<file path="src/rtl/mult_div_unit.sv">
// Iterative multiply/divide unit: 32-step shift-add multiply or restoring divide,
// one post-step cycle for sign fix-up, then a one-cycle FIN with Done.
module mult_div_unit #(
    parameter int WIDTH = 32,
    parameter int CNT_W = 5
) (
    input  logic             clk,
    input  logic             rst_n,
    input  logic             Start,
    input  logic [1:0]       Op,
    input  logic [WIDTH-1:0] OpA,
    input  logic [WIDTH-1:0] OpB,
    input  logic             HiWe,
    input  logic             LoWe,
    input  logic [WIDTH-1:0] WrData,
    output logic             Busy,
    output logic             Done,
    output logic [WIDTH-1:0] Hi,
    output logic [WIDTH-1:0] Lo
);
    typedef enum logic [1:0] {IDLE, CALC, FIN} state_t;

    state_t               r_state, w_next;
    logic [CNT_W-1:0]     r_cnt;
    logic                 r_post;
    logic [1:0]           r_op;
    logic                 r_neg, r_dneg, r_divz;
    logic [WIDTH-1:0]     r_mcand, r_opa, r_hi, r_lo;
    logic [2*WIDTH-1:0]   r_acc;

    logic [WIDTH-1:0]     w_absa, w_absb;
    logic [WIDTH:0]       w_msum, w_dsh, w_ddiff;
    logic [2*WIDTH-1:0]   w_step, w_prod;
    logic [WIDTH-1:0]     w_quo, w_rem;

    // Op[0] marks the signed variants, Op[1] marks divide
    assign w_absa = (Op[0] && OpA[WIDTH-1]) ? -OpA : OpA;
    assign w_absb = (Op[0] && OpB[WIDTH-1]) ? -OpB : OpB;

    // Multiply: acc = {partial product, remaining multiplier bits}
    assign w_msum  = {1'b0, r_acc[2*WIDTH-1:WIDTH]} + (r_acc[0] ? {1'b0, r_mcand} : '0);
    // Divide: acc = {partial remainder, dividend bits shifting into quotient}
    assign w_dsh   = {r_acc[2*WIDTH-1:WIDTH], r_acc[WIDTH-1]};
    assign w_ddiff = w_dsh - {1'b0, r_mcand};
    assign w_step  = !r_op[1]    ? {w_msum, r_acc[WIDTH-1:1]} :
                     w_ddiff[WIDTH] ? {w_dsh[WIDTH-1:0], r_acc[WIDTH-2:0], 1'b0} :
                                      {w_ddiff[WIDTH-1:0], r_acc[WIDTH-2:0], 1'b1};

    assign w_prod = (r_op == 2'b01 && r_neg)  ? -r_acc : r_acc;
    assign w_quo  = (r_op == 2'b11 && r_neg)  ? -r_acc[WIDTH-1:0] : r_acc[WIDTH-1:0];
    assign w_rem  = (r_op == 2'b11 && r_dneg) ? -r_acc[2*WIDTH-1:WIDTH] : r_acc[2*WIDTH-1:WIDTH];

    always_ff @(posedge clk or negedge rst_n) begin
        if (!rst_n) r_state <= IDLE;
        else        r_state <= w_next;
    end

    always_comb begin
        w_next = r_state;
        case (r_state)
            IDLE:    if (Start) w_next = CALC;
            CALC:    if (r_post) w_next = FIN;
            FIN:     w_next = IDLE;
            default: w_next = IDLE;
        endcase
    end

    always_comb begin
        Busy = (r_state != IDLE);
        Done = (r_state == FIN);
    end

    always_ff @(posedge clk or negedge rst_n) begin
        if (!rst_n) begin
            r_cnt   <= '0;
            r_post  <= 1'b0;
            r_op    <= 2'b00;
            r_neg   <= 1'b0;
            r_dneg  <= 1'b0;
            r_divz  <= 1'b0;
            r_mcand <= '0;
            r_opa   <= '0;
            r_acc   <= '0;
            r_hi    <= '0;
            r_lo    <= '0;
        end else begin
            case (r_state)
                IDLE: begin
                    if (Start) begin
                        r_cnt   <= '0;
                        r_post  <= 1'b0;
                        r_op    <= Op;
                        r_neg   <= Op[0] & (OpA[WIDTH-1] ^ OpB[WIDTH-1]);
                        r_dneg  <= Op[0] & OpA[WIDTH-1];
                        r_divz  <= (OpB == '0);
                        r_opa   <= OpA;
                        r_mcand <= Op[1] ? w_absb : w_absa;
                        r_acc   <= Op[1] ? {{WIDTH{1'b0}}, w_absa} : {{WIDTH{1'b0}}, w_absb};
                    end else begin
                        if (HiWe) r_hi <= WrData;
                        if (LoWe) r_lo <= WrData;
                    end
                end
                CALC: begin
                    if (!r_post) begin
                        r_acc <= w_step;
                        r_cnt <= r_cnt + 1'b1;
                        if (r_cnt == CNT_W'(WIDTH-1)) r_post <= 1'b1;
                    end else if (!r_op[1]) begin
                        {r_hi, r_lo} <= w_prod;
                    end else if (r_divz) begin
                        // divide by zero: all-ones quotient, dividend passed through untouched
                        r_hi <= r_opa;
                        r_lo <= {WIDTH{1'b1}};
                    end else begin
                        r_hi <= w_rem;
                        r_lo <= w_quo;
                    end
                end
                default: ;
            endcase
        end
    end

    assign Hi = r_hi;
    assign Lo = r_lo;
endmodule

</file>
<file path="config.mk">
export PLATFORM = sky130hd
export DESIGN_NAME = mult_div_unit
export DESIGN_NICKNAME = d
export VERILOG_FILES = /design/src/rtl/mult_div_unit.sv
export SDC_FILE = /design/constraint.sdc
export NUM_CORES = 1
export LEC_CHECK = 0
export ABC_AREA = 1
export CORE_MARGIN = 2
export CORE_UTILIZATION = 41
export CTS_BUF_LIST = sky130_fd_sc_hd__clkbuf_4
export DETAILED_ROUTE_END_ITERATION = 6
export PLACE_DENSITY = 0.7
export SYNTH_ARGS = -nofsm -noshare
export SYNTH_HDL_FRONTEND = slang
export SYNTH_SLANG_ARGS = --single-unit
</file>
<file path="constraint.sdc">
create_clock -name clk -period 4.5 [get_ports clk]
set_input_delay 1.35 -clock clk [delete_from_list [all_inputs] [get_ports clk]]
set_output_delay 1.35 -clock clk [all_outputs]
set_load 0.05 [all_outputs]
</file>
==> results of run 1 <==
metal layers:
layer,wire length [um],vias up
li1,-,11400
met3,9530,242
met4,5010,2
met5,14,-
met2,38400,1326
met1,37300,11000
path summary, 6_finish.rpt:
check / end
max in group asynchronous: r_opa[8]
worst max-delay path: Busy
worst min register to register: r_opa[22]
min in group asynchronous: Hi[28]
worst min-delay path: r_opa[22]
worst max register to register: r_acc[40]
logic make-up (layout without fill, tap and decap cells):
group,count (synthesis),count (layout)
AOI/OAI and AO/OA,587,587
xor gates and xnor gates,67,67
adders and majority gates,72,72
buffers and inverters,600,786
DFF,205,205
other,0,1
and+or+nand+nor,1918,1918
through the flow:
stage / hold slack (ns) / setup slack (ns)
after floorplan: 0.442 / 1.78
after global placement: 0.470 / 0.683
after detailed placement: 0.478 / 0.671
after CTS: 0.494 / 0.802
after global routing: 0.512 / 0.727
final: 0.491 / 0.820
critical path: stages (launching register included):
cell,delay [ns]
dfrtp_1,0.42
nor2_1,0.29
inv_2,0.10
clkdlybuf4s50_1,0.72
final cells by class:
type / instances / area [um^2]
Clock buffer: 80 / 601
Antenna cell: 1 / 2.50
Inverter: 471 / 1770
Tap cell: 672 / 841
Clock inverter: 20 / 139
Multi-Input combinational cell: 2644 / 13100
Fill cell: 5411 / 26300
Sequential cell: 205 / 5130
Timing Repair Buffer: 215 / 2080
report_power, final:
group	internal [mW]	switching (mW)	total [mW]
Combinational	3.78	8.75	12.5
Sequential	2.71	1.20	3.92
Clock	0.933	0.902	1.83
Total	7.42	10.9	18.3
registers in the layout, summed over array words and instances, names as in the netlist, 2 cells and up:
register	cells
r_mcand	32
r_state	2
Lo	32
Hi	32
r_op	2
r_opa	32
r_acc	64
r_cnt	5
cell usage after synthesis, types with 4 or more instances:
master	n	area (um^2)
buf_6	9	101
nand4_1	27	169
o21bai_1	13	97.6
nand2_2	34	213
ha_1	70	876
or2_2	12	75.1
nor2_4	13	146
o211ai_1	44	330
o311ai_1	4	35.0
a32oi_1	4	35.0
buf_2	40	200
a21oi_2	8	70.1
buf_4	7	52.6
inv_2	17	63.8
a22oi_1	15	113
xor2_1	46	403
nor3_1	41	205
a31oi_1	15	93.8
nand2_1	1028	3860
buf_1	6	22.5
nand3b_1	13	97.6
o221ai_1	17	149
nand2_4	6	67.6
nor2_1	390	1460
inv_1	452	1700
o21ai_0	187	936
nand3_1	315	1580
o21ai_1	14	70.1
o21ai_2	4	35.0
nor2_8	4	80.1
xnor2_1	21	184
o21a_1	4	30.0
nor2_2	18	113
a21oi_1	238	1190
nand3_2	10	100
dfrtp_1	205	5130
clkbuf_1	66	248
layout by cell type (no fill, tap or decap), drive strengths merged, types with 2 or more instances in the layout:
| cell type | count |
|---|---|
| nand2 | 1068 |
| inv | 468 |
| nor2 | 425 |
| nand3 | 328 |
| a21oi | 246 |
| o21ai | 207 |
| dfrtp | 205 |
| clkdlybuf4s50 | 167 |
| clkbuf | 80 |
| ha | 70 |
| buf | 48 |
| xor2 | 46 |
| o211ai | 44 |
| nor3 | 41 |
| nand4 | 27 |
| xnor2 | 21 |
| clkinv | 21 |
| o221ai | 17 |
| a22oi | 15 |
| a31oi | 15 |
| o21bai | 13 |
| nand3b | 13 |
| or2 | 13 |
| o311ai | 5 |
| o21a | 4 |
| a32oi | 4 |
| a21boi | 3 |
| o31ai | 3 |
| nor4 | 3 |
| a21o | 3 |
| a22o | 2 |
| fa | 2 |
| bufinv | 2 |
==> key figures, run 1 <==
Synthesis
  • Ys flop type: dfrtp_1
  • Post-Synth Adder-Cell Area: 0.0444
  • Yosys warns: 0
  • Seq cells post-synth: ~200
  • Synth Area in Simple Gates: 0.399
  • Post-synthesis compound-gate area fraction: 0.163
  • Mapped Avg Cell Area: around 6.0 um^2
  • Post-synthesis mux area share: 0
  • Gate count of the mapped netlist: 3449
  • EDFF count, synth: 0
  • Synthesized Nets: around 3.6k
  • Main combinational cell family by area after synthesis: simple AND/OR/NAND/NOR gates
  • Mapped cell area: just over 20000 um^2
  • Sequential share of the synthesized area: 0.248
  • Yosys cell types: 56
  • Post-synth ARST share: 1.00
  • Post-Synth XOR/XNOR Area: 0.0284

Timing
  • Final Skew: ~0.06 ns
  • Setup tns final: 0 ns
  • Final setup vio count: 0
  • Max-slew headroom: 0.375
  • FMAX: around 0.27 GHz
  • RSZ-0062 raised after global routing: false
  • Fin crit period: ~3.7 ns
  • Pins Over Slew Limit: 0
  • Final Cycle Share: 0.818
  • Final Hold Violating Endpoints: 0
  • Worst slew pin tran: 0.938 ns

Run
  • Max Cap Violations: 0

Power
  • Max IR drop VDD: about 410 uV
  • Lkg Pwr: approximately 12 nW
  • Total Power: 18.3 mW
  • PD cells: around 770 nW/um^2

CTS
  • Clk buf depth: 3
  • Clock Latency Late Sink: 0.84 ns
  • Hold_buf cts: 0
  • H-tree depth: 2
  • CTS root buffer: clkbuf_4
  • CTS tree: done
  • Number of buffers created by CTS: 58
  • Post-CTS resize count: 0
  • Worst-path clk slew: roughly 0.06 ns
  • CTS sink cnt: 205
  • Postcts setup bufs: 0

Place
  • # port buffers: about 170
  • Final HPWL DP: 72.4 mm
  • GP Congestion: around 1.1
  • Placed Instances: about 4.2k
  • Placed Area: between 20000 and 25000 um^2

Global route
  • Initial antenna violation count: 4
  • Met2 Usage GRT: 0.512
  • GR met1 Demand/Resource: 0.456
  • Gr usage total: 0.339
  • Global route hottest layer: met2
  • Met3 GRT Util: 0.0757
  • Vias in the first global route: roughly 22k
  • Congestion Overflow GR: 0
  • Largest net degree at the start of global routing: 82
  • Global-route wire length before repair: around 140 mm

Layout
  • Layout Nets: approximately 3.8k
  • Layout cell share with drive strength beyond 1: 0.0748
  • Synth-to-layout area growth: 14.7%
  • Post-Layout Inst Area: about 24000 um^2
  • Core Util, Final: 0.474
  • Post-route insts no fill: roughly 4.3k

Worst setup path
  • Setup CP Type: reg -> out
  • Arrival @ worst endpoint: approximately 2.3 ns
  • CP Data Required Time: ~3.2 ns
  • Startpoint types: flip-flop
  • Max FO, Critical Path: 3
  • Reg2reg start: r_acc[32]
  • Flop2flop setup slack: ~1.1 ns
  • Worst r2r path cells: 16
  • CP endpoint kind: output pin
  • Critical path startpoint: r_state[1]

Die
  • Core area: 50000 um^2
  • Row Count: about 80
  • Die W: ~230 um
  • Total die area: 52200 um^2
  • Die Span Y: 228 um
  • I/O Pins: between 150 and 200
  • Initial Util: 0.413

Route
  • Routed vias: between 20k and 25k
  • # DRC: 0
  • 1st-pass router iterations: 6
  • Total wire length: 90.2 mm
  • Drt wl/cell: between 20 and 25 um
  • Via density: ~5.6
  • DR iter-0 viols: 3121
  • Post-route ant nets: 0

Run status
  • Run status: completed

Hold path
  • HP Class: reg -> reg
  • Hold wc startpoint: r_opa[22]
  • Worst Hold Depth: 2
No activity file was read; power rests on OpenSTA's default activity.
==> run 2, diff against run 1 <==
Settings changed: PLACE_DENSITY 0.7 to 0.72.
Clock period 4.5 ns to 3.33 ns, I/O delays scaled along.
==> key figures, run 2 (synthesis gave the netlist of run 1 again) <==
Timing
  • Final Skew: 0.0741 ns (+0.0123 ns)
  • Pins Over Slew Limit: 0 (unchanged)
  • Worst slew pin tran: 1.11 ns (+0.173 ns)
  • Final Hold Violating Endpoints: 0 (unchanged)
  • Max-slew headroom: 0.258 (-0.116)
  • Setup tns final: 0 ns (unchanged)
  • Hold Worst Slack: 0.110 ns (-0.381 ns)
  • Final setup vio count: 0 (unchanged)
  • RSZ-0062 raised after global routing: false
  • Final Cycle Share: 0.959
  • Fin crit period: about 3.2 ns
  • Setup ws final: 0.136 ns (-0.684 ns)
  • FMAX: roughly 0.31 GHz

Route
  • 1st-pass router iterations: 7 (+1)
  • # DRC: 0 (unchanged)
  • DR iter-0 viols: 3088 (-1.1%)
  • Via density: 5.59 (+0.18%)
  • Post-route ant nets: 0 (unchanged)
  • Routed vias: 24.6k (+2.3%)
  • Drt wl/cell: 20.9 um (-0.12%)
  • Total wire length: 92.0 mm (+2.0%)

Power
  • Internal power: 10.5 mW (+41%)
  • Clk pwr share: 0.101 (about the same)
  • Max IR drop VDD: 517 uV (+27%)
  • Lkg Pwr: 12.3 nW (+3.7%)
  • Sw Ratio: 0.589 (-0.00446)
  • Comb pwr share: 0.700 (+0.015)
  • Sequential fraction of design power: 0.200 (-0.014)
  • Net switching power: 15.0 mW (+38%)
  • PD cells: 1040 nW/um^2 (+35%)

CTS
  • Clock Latency Late Sink: 0.86 ns (+0.02 ns)
  • Worst-path clk slew: 0.07 ns (about the same)
  • Postcts setup bufs: 0 (unchanged)
  • Clk buf depth: 3 (unchanged)
  • CTS root buffer: clkbuf_4
  • H-tree depth: 2 (unchanged)
  • Number of buffers created by CTS: 60 (+3.4%)
  • CTS tree: done
  • CTS sink cnt: 205 (unchanged)

Die
  • Total die area: 52200 um^2 (unchanged)
  • Die W: 228 um (unchanged)
  • I/O Pins: 169 (unchanged)
  • Row Count: 82 (unchanged)
  • Initial Util: 0.413 (unchanged)
  • Core area: 50000 um^2 (unchanged)
  • Die Span Y: 228 um (unchanged)

Worst setup path
  • CP endpoint kind: output pin
  • CP max-delay cell: clkdlybuf4s50_1
  • Startpoint types: flip-flop
  • CP max stage delay: 0.84 ns (+0.12 ns)
  • Setup CP Type: reg -> out
  • Arrival @ worst endpoint: 2.19 ns (-0.14 ns)
  • CP Data Required Time: 2.33 ns (-0.82 ns)
  • Critical Path, Cell by Cell: inv_1 > nor2_1 > clkdlybuf4s50_1
  • Max FO, Critical Path: 3 (unchanged)

Place
  • Final HPWL DP: 73.8 mm (+1.9%)
  • # port buffers: 168 (unchanged)
  • GP Congestion: 1.06 (-3.4%)
  • Placed Area: 23600 um^2 (+2.8%)
  • Place WS: 0.172 ns (-0.499 ns)

Layout
  • Synth-to-layout area growth: 18.1%
  • Max reg flops: 64 (unchanged)
  • Largest register by flop count: r_acc
  • Commonest non-fill, non-tap cell in the layout: nand2_1
  • Core Util, Final: 0.488 (+0.0141)
  • Post-Layout Inst Area: 24400 um^2 (+3.0%)
  • Commonest non-fill, non-tap cells in the layout: 1028 x nand2_1, 451 x inv_1, 390 x nor2_1
  • Layout cell share with drive strength beyond 1: 0.0956 (+0.0208)
  • Layout Nets: 3849 (+2.1%)

Global route
  • Vias in the first global route: 22.7k (+1.9%)
  • Congestion Overflow GR: 0 (unchanged)
  • Gr usage total: 0.346 (+0.00645)
  • Largest net degree at the start of global routing: 107 (+30%)
  • Initial antenna violation count: 3 (-1)
  • Global-route wire length before repair: 138 mm (+1.9%)

Run status
  • Run status: completed

Hold path
  • HP Class: in -> async

Run
  • Max Cap Violations: 0 (unchanged)
-- run 2: power groups by stage --
stage	logic [mW]	clock network, mW	registers [mW]
floorplan	10.6	0	5.84
global placement	17.3	0	5.01
detailed placement	17.4	0	5.03
CTS	17.4	2.59	4.99
global route	19.3	2.73	5.13
finish	17.8	2.56	5.08
-- run 2: layer usage --
layer | vias up | track usage | share of wire
met5 | - | 0 | 0
met4 | 0 | 0.195 | 0.061
met3 | 265 | 0.0631 | 0.11
met2 | 1422 | 0.517 | 0.42
met1 | 11300 | 0.469 | 0.41
li1 | 11600 | - | -
-- run 2: cell type report --
| cell class | instances | area (um^2) |
|---|---|---|
| Fill cell | 5288 | 25600 |
| Clock inverter | 22 | 123 |
| Inverter | 471 | 1770 |
| Sequential cell | 205 | 5130 |
| Tap cell | 672 | 841 |
| Antenna cell | 4 | 10.0 |
| Clock buffer | 88 | 661 |
| Multi-Input combinational cell | 2644 | 13100 |
| Timing Repair Buffer | 292 | 2730 |
-- run 2: metrics by stage --
step | power, mW | std cells
after detailed placement | 22.4 | 4284
after CTS | 25.0 | 4394
after global placement | 22.3 | 4284
after floorplan | 16.4 | 3449
after global routing | 27.2 | 4397
final | 25.5 | 4398
-- run 2: path summary, 6_finish.rpt --
| kind | start | to | slack [ns] | cells after the start |
|---|---|---|---|---|
| min reg2reg | r_opa[27] | r_opa[27] | 0.49 | 2 |
| min in group clk | r_opa[27] | r_opa[27] | 0.49 | 2 |
| max reg2reg | r_mcand[0] | r_acc[53] | 0.22 | 18 |
| max | r_state[1] | Done | 0.14 | 3 |
| max in group asynchronous | rst_n | r_opa[9] | 2.52 | 2 |
| min | rst_n | Hi[28] | 0.11 | 1 |
-- run 2: worst max-delay path, delay by kind of cell, from the launching register on --
kind | cells | cell delay, ns
buf+inv | 2 | 0.89
flops | 1 | 0.41
simple gates | 1 | 0.09
-- run 2: timing repair --
item,4_1_cts,5_1_grt
gates resized for setup,1,0
setup endpoints to repair,1,0
hold buffers,0,0
